==> config.mk <==
export PLATFORM = sky130hd
export DESIGN_NAME = fork_join_ctrl
export DESIGN_NICKNAME = d
export VERILOG_FILES = /design/src/rtl/fj_pkg.sv /design/src/rtl/fj_watchdog.sv /design/src/rtl/fork_join_ctrl.sv
export SDC_FILE = /design/constraint.sdc
export NUM_CORES = 1
export LEC_CHECK = 0
export ABC_AREA = 1
export BUFFER_PORTS_ARGS = -buffer_cell sky130_fd_sc_hd__buf_2
export CORE_ASPECT_RATIO = 0.75
export CORE_MARGIN = 2
export CORE_UTILIZATION = 40
export CTS_CLUSTER_SIZE = 8
export DETAILED_ROUTE_END_ITERATION = 16
export PLACE_DENSITY = 0.64
export RECOVER_POWER = 50
export SLEW_MARGIN = 10
export SYNTH_ARGS = -nofsm -noshare
export SYNTH_HDL_FRONTEND = slang
export SYNTH_SLANG_ARGS = --single-unit
==> constraint.sdc <==
create_clock -name clk_i -period 1.3 [get_ports clk_i]
set_input_delay 0.26 -clock clk_i [delete_from_list [all_inputs] [get_ports clk_i]]
set_output_delay 0.26 -clock clk_i [all_outputs]
set_load 0.01 [all_outputs]
==> src/rtl/fj_pkg.sv <==
// Shared types and width helpers for the fork/join dispatcher.
package fj_pkg;

    localparam int unsigned MODE_W = 2;

    typedef enum logic [MODE_W-1:0] {
        FJ_JOIN      = 2'd0,
        FJ_JOIN_ANY  = 2'd1,
        FJ_JOIN_NONE = 2'd2
    } fj_mode_e;

    typedef enum logic [1:0] {
        IDLE      = 2'd0,
        JOIN_WAIT = 2'd1,
        BG        = 2'd2
    } fj_state_e;

    function automatic int unsigned cnt_width(input int unsigned max_val);
        return (max_val < 1) ? 1 : $clog2(max_val + 1);
    endfunction

endpackage

==> src/rtl/fj_watchdog.sv <==
// Saturating cycle counter: clear wins over enable, expire flags LIMIT reached while enabled.
module fj_watchdog
    import fj_pkg::*;
#(
    parameter int unsigned LIMIT = 64
) (
    input  logic clk_i,
    input  logic rst_i,
    input  logic clr_i,
    input  logic en_i,
    output logic expire_o
);

    localparam int unsigned CW = cnt_width(LIMIT);
    localparam logic [CW-1:0] LIM = CW'(LIMIT);

    logic [CW-1:0] cnt_q, cnt_d;

    always_comb begin
        cnt_d = cnt_q;
        if (clr_i) begin
            cnt_d = '0;
        end else if (en_i && (cnt_q != LIM)) begin
            cnt_d = cnt_q + 1'b1;
        end
    end

    always_ff @(posedge clk_i) begin
        if (rst_i) begin
            cnt_q <= '0;
        end else begin
            cnt_q <= cnt_d;
        end
    end

    assign expire_o = en_i && (cnt_q == LIM);

endmodule

==> src/rtl/fork_join_ctrl.sv <==
// Fork/join dispatcher: launches worker lanes and releases the parent with join/join_any/join_none.
// Optional JOIN_WAIT watchdog is compiled in with FJ_TIMEOUT_EN.
module fork_join_ctrl
    import fj_pkg::*;
#(
    parameter int unsigned N_LANES        = 4,
    parameter int unsigned TIMEOUT_CYCLES = 64
) (
    input  logic               clk_i,
    input  logic               rst_i,
    input  logic               fork_valid_i,
    output logic               fork_ready_o,
    input  logic [N_LANES-1:0] fork_mask_i,
    input  logic [MODE_W-1:0]  fork_mode_i,
    output logic [N_LANES-1:0] start_o,
    input  logic [N_LANES-1:0] lane_done_i,
    output logic [N_LANES-1:0] kill_o,
    output logic               join_done_o,
    output logic               join_killed_o,
    output logic               join_timeout_o,
    input  logic               wait_fork_req_i,
    output logic               wait_done_o,
    input  logic               disable_req_i,
    output logic [N_LANES-1:0] outstanding_o,
    output logic               spurious_err_o
);

    fj_state_e          state_q, state_d;
    fj_mode_e           mode_q, mode_d;
    logic [N_LANES-1:0] out_q, out_d, cur_q, cur_d;
    logic [N_LANES-1:0] start_q, start_d, kill_q, kill_d;
    logic               jd_q, jd_d, jk_q, jk_d, jt_q, jt_d;
    logic               wd_q, wd_d, pend_q, pend_d, spur_q, spur_d;
    logic [N_LANES-1:0] live, done_v;
    logic               accept, released, wd_expire;

    assign fork_ready_o = !rst_i && (state_q != JOIN_WAIT) && !disable_req_i
                          && ((fork_mask_i & out_q) == '0);
    assign accept = fork_valid_i && fork_ready_o;

    // Lanes launched this cycle only start being watched from the following cycle.
    assign live   = out_q & ~start_q;
    assign done_v = lane_done_i & live;

    always_comb begin
        state_d  = state_q;
        mode_d   = mode_q;
        out_d    = out_q;
        cur_d    = cur_q;
        start_d  = '0;
        kill_d   = '0;
        jd_d     = 1'b0;
        jk_d     = 1'b0;
        jt_d     = 1'b0;
        wd_d     = 1'b0;
        pend_d   = pend_q | wait_fork_req_i;
        spur_d   = spur_q;
        released = 1'b0;

        if (disable_req_i) begin
            kill_d  = out_q;
            out_d   = '0;
            state_d = IDLE;
            if (state_q == JOIN_WAIT) begin
                jd_d = 1'b1;
                jk_d = 1'b1;
            end
        end else begin
            if ((lane_done_i & ~live) != '0) begin
                spur_d = 1'b1;
            end
            out_d = (out_q & ~done_v) | (accept ? fork_mask_i : '0);
            if (state_q == JOIN_WAIT) begin
                if (mode_q == FJ_JOIN_ANY) begin
                    released = (cur_q & done_v) != '0;
                end else begin
                    released = (cur_q & out_q & ~done_v) == '0;
                end
                if (released) begin
                    jd_d    = 1'b1;
                    state_d = (out_d != '0) ? BG : IDLE;
                end else if (wd_expire) begin
                    jd_d    = 1'b1;
                    jt_d    = 1'b1;
                    state_d = BG;
                end
            end else begin
                state_d = (out_d != '0) ? BG : IDLE;
                if (accept) begin
                    start_d = fork_mask_i;
                    cur_d   = fork_mask_i;
                    mode_d  = (fork_mode_i == FJ_JOIN_ANY) ? FJ_JOIN_ANY : FJ_JOIN;
                    if ((fork_mode_i == FJ_JOIN_NONE) || (fork_mask_i == '0)) begin
                        jd_d = 1'b1;
                    end else begin
                        state_d = JOIN_WAIT;
                    end
                end
            end
        end

        if (pend_d && (out_d == '0)) begin
            wd_d   = 1'b1;
            pend_d = 1'b0;
        end
    end

    always_ff @(posedge clk_i) begin
        if (rst_i) begin
            state_q <= IDLE;
            mode_q  <= FJ_JOIN;
            out_q   <= '0;
            cur_q   <= '0;
            start_q <= '0;
            kill_q  <= '0;
            jd_q    <= 1'b0;
            jk_q    <= 1'b0;
            jt_q    <= 1'b0;
            wd_q    <= 1'b0;
            pend_q  <= 1'b0;
            spur_q  <= 1'b0;
        end else begin
            state_q <= state_d;
            mode_q  <= mode_d;
            out_q   <= out_d;
            cur_q   <= cur_d;
            start_q <= start_d;
            kill_q  <= kill_d;
            jd_q    <= jd_d;
            jk_q    <= jk_d;
            jt_q    <= jt_d;
            wd_q    <= wd_d;
            pend_q  <= pend_d;
            spur_q  <= spur_d;
        end
    end

`ifdef FJ_TIMEOUT_EN
    fj_watchdog #(
        .LIMIT(TIMEOUT_CYCLES)
    ) u_watchdog (
        .clk_i   (clk_i),
        .rst_i   (rst_i),
        .clr_i   (state_q != JOIN_WAIT),
        .en_i    (state_q == JOIN_WAIT),
        .expire_o(wd_expire)
    );
    assign join_timeout_o = jt_q;
`else
    logic unused_timeout;
    assign unused_timeout = jt_q ^ (TIMEOUT_CYCLES != 0);
    assign wd_expire      = 1'b0;
    assign join_timeout_o = 1'b0;
`endif

    assign start_o        = start_q;
    assign kill_o         = kill_q;
    assign join_done_o    = jd_q;
    assign join_killed_o  = jk_q;
    assign wait_done_o    = wd_q;
    assign outstanding_o  = out_q;
    assign spurious_err_o = spur_q;

endmodule

==> qor.csv, run 1 <==
metric;value;unit
switching share of power;25.18;%
Worst Hold Depth;4;
Yosys top cell by area;dfxtp_1;
Routed wire per std cell;12.66;um
Syn Area/Cell;8.073;sq um
Iter 0 DRT Violations;69;
Seq/Total Area, Yosys;43.44;%
status;finished, violations left;
setup violators final;1;
r2r worst-path depth;10;
CTS tree;yes;
first-pass GRT wire length;4636;um
clock latency at the later pin of the worst-skew pair;260;ps
end-of-flow core utilization;62.40;%
most frequent cells in the layout;21 x buf_4, 19 x dfxtp_1, 18 x nand2_1, 18 x buf_2, 15 x inv_1;
crit-path max cell delay;360;ps
total die area;3206;sq um
IR drop worst, VDD;0.0004193;V
fin worst setup slack;-182.7;ps
Distinct cells, synth;26;
synthesized cell area;1106;sq um
placed instance area;1449;sq um
Starting Density;42.18;%
Row Count;16;
drt drc;0;
Routed Antenna Nets;0;
Post-Route Skew;1.628;ps
Power Dens Cells;912.1;nW/um^2
Ys Warns;0;
gpl congestion;0.7745;
first-pass iteration count of the detailed router;4;
Worst path slowest cell;dfxtp_4;
CTS sink cnt;24;
MaxCap Viol Count;0;
worst-path maximum fanout;3;
layout cell share with drive strength beyond 1;46.15;%
Port Buffers;31;
clock root buffer;clkbuf_8;
Hold Vio Cnt, Final;0;
hold_buf cts;0;
CTS buffer count;3;
Die Y;49.54;um
Layout Nets;211;
H-tree Lvls;1;
clock tree buffer depth;2;
antenna violations before repair;0;
Setup TNS;-182.7;ps
register share of total power;51.3;%
final cycle utilization of the critical path;114.1;%
top cells by area, synth;dfxtp_1 43%, nand2_1 8.5%, a21oi_1 5.4%;
worst endpoint required time;1040;ps
failing checks;setup timing;
Clock transition at path regs;80;ps
clock share of power;33.9;%
CP Cell Sequence;nand2_2, nand2_2, buf_6, nor4_4, buf_2;
Setup crit end kind;primary output;
P&R area growth vs syn;47.96;%
vias in the first global route;988;
post-DP HPWL;2202;um
internal power;1.117;mW
switching pwr;375.9;uW
pre-CTS setup slack;-30.95;ps
vias per cell;4.719;
Top Ports;33;
CP Data Arrival Time;1220;ps
Routed WL;2924;um
leakage power;0.7369;nW
overall routing resource usage;19.52;%
core area;2623;sq um
Congestion Overflow GR;0;
share of total power in combinational logic;14.8;%
Worst setup SP type;flip-flop;
final instance area;1637;sq um
Vias;1090;
Max Slew Vio Count;0;
register bit count reported by yosys;24;
die outline width;64.72;um
most used cell, CP;nand2_2;
# diodes;0;
largest net degree at the start of global routing;14;
unrepaired setup endpoints after global routing;true;
Tmin final;1483;ps
HP Class;input port to flip-flop;
maximum clock rate;674.5;MHz
most common cell after layout, fill and taps aside;buf_4;
kind of critical path;flip-flop to primary output;
Mapped Cells;137;
Post-Syn Nets;152;
share of the synthesized area in the top cell type;43.44;%
## cells in the mapped netlist (all sizes together)
cell type / instances
nor2: 19
conb: 1
nand3b: 1
nand4: 6
a21oi: 13
a211oi: 1
nor4: 1
nand3: 10
o21ai: 8
inv: 22
a31o: 1
dfxtp: 24
buf: 1
nand2: 29
## layout make-up
type | instances | area (sq um)
fill | 244 | 985.9
multi-input combinational | 90 | 625.6
sequential | 24 | 491.7
timing repair buffer | 55 | 331.6
inverter | 22 | 87.58
clock buffer | 4 | 55.05
tap | 36 | 45.04
## cells by family after synthesis
family	Yosys count	share of synthesized area, %
buf+inv	23	8.371
flops	24	43.44
compound gates	23	11.31
simple gates	66	36.54
other cells	1	0.3390
## power by group through the flow
stage,logic (mW),clock network [mW],registers (mW)
after global routing,0.242,0.550,0.769
after detailed placement,0.197,0,0.785
after CTS,0.208,0.513,0.764
after global placement,0.195,0,0.784
after floorplan,0.0931,0,0.789
final,0.221,0.506,0.766
## worst max-delay path: cells and delay by family, from the launching register on
family | cells | cell delay [ps]
buffers and inverters | 2 | 300
AND/OR/NAND/NOR | 3 | 290
flip-flops | 1 | 360
## through the flow
step	total power, mW	hold slack (ps)	instances
after floorplan	0.8817	329.1	137
after global placement	0.9792	456.7	223
after detailed placement	0.9822	456.4	223
after CTS	1.485	325.2	229
after global routing	1.561	345.2	231
final	1.493	332.4	231
## path summary, 6_finish.rpt
kind	to	slack, ps	from
worst max-delay path	fork_ready_o	-180	outstanding_o[1]
worst min-delay path	outstanding_o[2]	330	disable_req_i
worst max register to register	state_q[1]	10	outstanding_o[1]
worst min register to register	spurious_err_o	480	spurious_err_o
## registers in the layout, summed over array words and instances, names as in the netlist
name / count
pend_q: 1
kill_o: 4
outstanding_o: 4
wait_done_o: 1
state_q: 2
mode_q: 1
join_done_o: 1
join_killed_o: 1
start_o: 4
spurious_err_o: 1
cur_q: 4
## repair_timing
action / 4_1_cts / 5_1_grt
resized for setup: 15 / 17
setup endpoints to repair: 10 / 14
buffers inserted: 2 / 2
pin swaps: 0 / 10
## metal layers
layer | GRT usage, % | vias up | part of all wire (%)
met5 | 0 | - | 0
met4 | 7.447 | 0 | 1.4
met3 | 2.740 | 4 | 5.0
met2 | 29.90 | 33 | 44
met1 | 27.72 | 496 | 50
li1 | - | 557 | -
(Power assumes the default switching activity.)
==> run 2, diff against run 1 <==
--- a/config.mk
+++ b/config.mk
@@ -12,7 +12,7 @@
 export CORE_UTILIZATION = 40
 export CTS_CLUSTER_SIZE = 8
 export DETAILED_ROUTE_END_ITERATION = 16
-export PLACE_DENSITY = 0.64
+export PLACE_DENSITY = 0.67
 export RECOVER_POWER = 50
 export SLEW_MARGIN = 10
 export SYNTH_ARGS = -nofsm -noshare
==> run 2 against run 1 <==
Compared with the run above: the run still ends with setup timing left; register-to-register slack got worse by 120 ps; clock power fell by 2%; final area rose by 6.6%; die area did not move; sequential share of layout area fell by 2.1 points; routed wire length rose by 12%; sequential cell count did not move; setup slack got worse by 8.0 ps; critical endpoint unchanged.
==> qor.csv, run 2 (same netlist as run 1, synthesis figures left out) <==
metric;value;unit
fin worst setup slack;-190.7;ps
kind of critical path;flip-flop to primary output;
Vias;1143;
CTS tree;yes;
Iter 0 DRT Violations;46;
Cell Count, Final, Fillers Out;236;
first-pass iteration count of the detailed router;4;
core area;2623;sq um
Setup crit end kind;primary output;
Max Slew Vio Count;0;
worst endpoint required time;1040;ps
vias per cell;4.843;
CP Cell Sequence;nand2_2, nand2_2, buf_4, nor4_4, buf_2;
fill count;211;
Routed Antenna Nets;0;
stages on the worst setup path;5;
Die Y;49.54;um
final cycle utilization of the critical path;114.7;%
CTS buffer count;3;
Routed wire per std cell;13.93;um
MaxCap Viol Count;0;
crit-path max cell delay;360;ps
Post-Route Skew;2.396;ps
CTS sink cnt;24;
r2r worst-path depth;11;
drt drc;0;
antenna violations before repair;0;
# diodes;0;
Congestion Overflow GR;0;
Top Ports;33;
Worst path slowest cell;dfxtp_4;
most common cell after layout, fill and taps aside;buf_2;
H-tree Lvls;1;
Port Buffers;31;
placed insts;221;
Worst Setup SP;outstanding_o[1];
HP Class;input port to flip-flop;
Buf/Inv on CP;2;
most used cell, CP;nand2_2;
total die area;3206;sq um
maximum clock rate;670.8;MHz
FF-to-FF End;state_q[1];
setup slack, reg-to-reg;-110;ps
Worst Hold Depth;3;
unrepaired setup endpoints after global routing;true;
clock latency at the later pin of the worst-skew pair;260;ps
most frequent cells in the layout;31 x buf_2, 20 x dfxtp_1, 20 x buf_4;
Hold Vio Cnt, Final;0;
worst-path maximum fanout;2;
Worst setup SP type;flip-flop;
CP Data Arrival Time;1230;ps
status;finished, violations left;
Power Dens Cells;864.8;nW/um^2
overall routing resource usage;20.40;%
clock root buffer;clkbuf_8;
Setup TNS;-577.5;ps
hold_buf cts;0;
die outline width;64.72;um
worst r2r src;state_q[0];
delay-heaviest family, CP;flip-flops;
Row Count;16;
layout cell share with drive strength beyond 1;59.50;%
Layout Nets;216;
Starting Density;42.18;%
P&R area growth vs syn;57.69;%
Clock transition at path regs;80;ps
worst setup path end;fork_ready_o;
vias in the first global route;1132;
first-pass GRT wire length;4961;um
Tmin final;1491;ps
failing checks;setup timing;
Routed WL;3288;um
leakage power;0.8336;nW
post-DP HPWL;2379;um
clock tree buffer depth;2;
setup violators final;6;
IR drop worst, VDD;0.0004962;V
largest net degree at the start of global routing;14;
gpl congestion;0.8051;
run 2: cell types whose count changed in the layout (fill, tap and decap cells not counted), sizes merged:
cell    before  now
clkbuf      18    4
buf         41   60
run 2: final cells by class:
class | count | area (sq um) | area share (%)
Multi-Input combinational cell | 90 | 644.4 | 36.94
Sequential cell | 24 | 488.0 | 27.98
Timing Repair Buffer | 60 | 424.2 | 24.32
Inverter | 22 | 87.58 | 5.022
Clock buffer | 4 | 55.05 | 3.156
Tap cell | 36 | 45.04 | 2.583
run 2: metrics by stage:
stage | hold WS [ps] | setup WS (ps) | utilization, % | total power [mW] | area [sq um]
finish | 271.7 | -190.7 | 66.51 | 1.508 | 1744
global route | 282.3 | -252.7 | 66.51 | 1.579 | 1744
CTS | 270.8 | -202.6 | 58.78 | 1.473 | 1541
detailed placement | 457.0 | -11.13 | 54.68 | 0.9803 | 1434
global placement | 451.5 | -3.720 | 54.68 | 0.9738 | 1434
floorplan | 329.1 | 32.82 | - | 0.8817 | 1106
run 2: layer usage:
layer / vias up / global-route usage (%) / part of all wire, % / wire length [um]
li1: 567 / - / - / -
met1: 525 / 25.78 / 44 / 1431
met2: 41 / 34.36 / 49 / 1597
met3: 10 / 2.055 / 4.0 / 133
met4: 0 / 10.64 / 3.8 / 125
met5: - / 0 / 0 / 0
run 2: how the worst min path moves through the flow:
| stage | to | startpoint |
|---|---|---|
| global route | join_done_o | disable_req_i |
| global placement | spurious_err_o | spurious_err_o |
| CTS | join_done_o | disable_req_i |
| detailed placement | spurious_err_o | spurious_err_o |
| finish | join_done_o | disable_req_i |
| floorplan | cur_q[0] | rst_i |
run 2: worst register-to-register path, stage by stage, from the launching register on:
cell     delay (ps)
dfxtp_2         350
inv_4            50
nor2_8          150
buf_12          130
nor2_8           40
buf_12          130
nand4_4          80
nand2_1          70
nor2_2          110
nand2_2         100
nand2_2          80
nor2_2           40
run 2: repair_timing:
action                                  4_1_cts  5_1_grt
pin swaps                                     4       15
endpoints found under the setup margin        8       10
buffers inserted                              2       10
resized for setup                            13       36
run 2: power breakdown:
group / switching (mW) / total [mW] / internal (mW)
clock network: 0.226 / 0.497 / 0.270
logic: 0.133 / 0.243 / 0.110
registers: 0.0156 / 0.768 / 0.753
total: 0.375 / 1.51 / 1.13
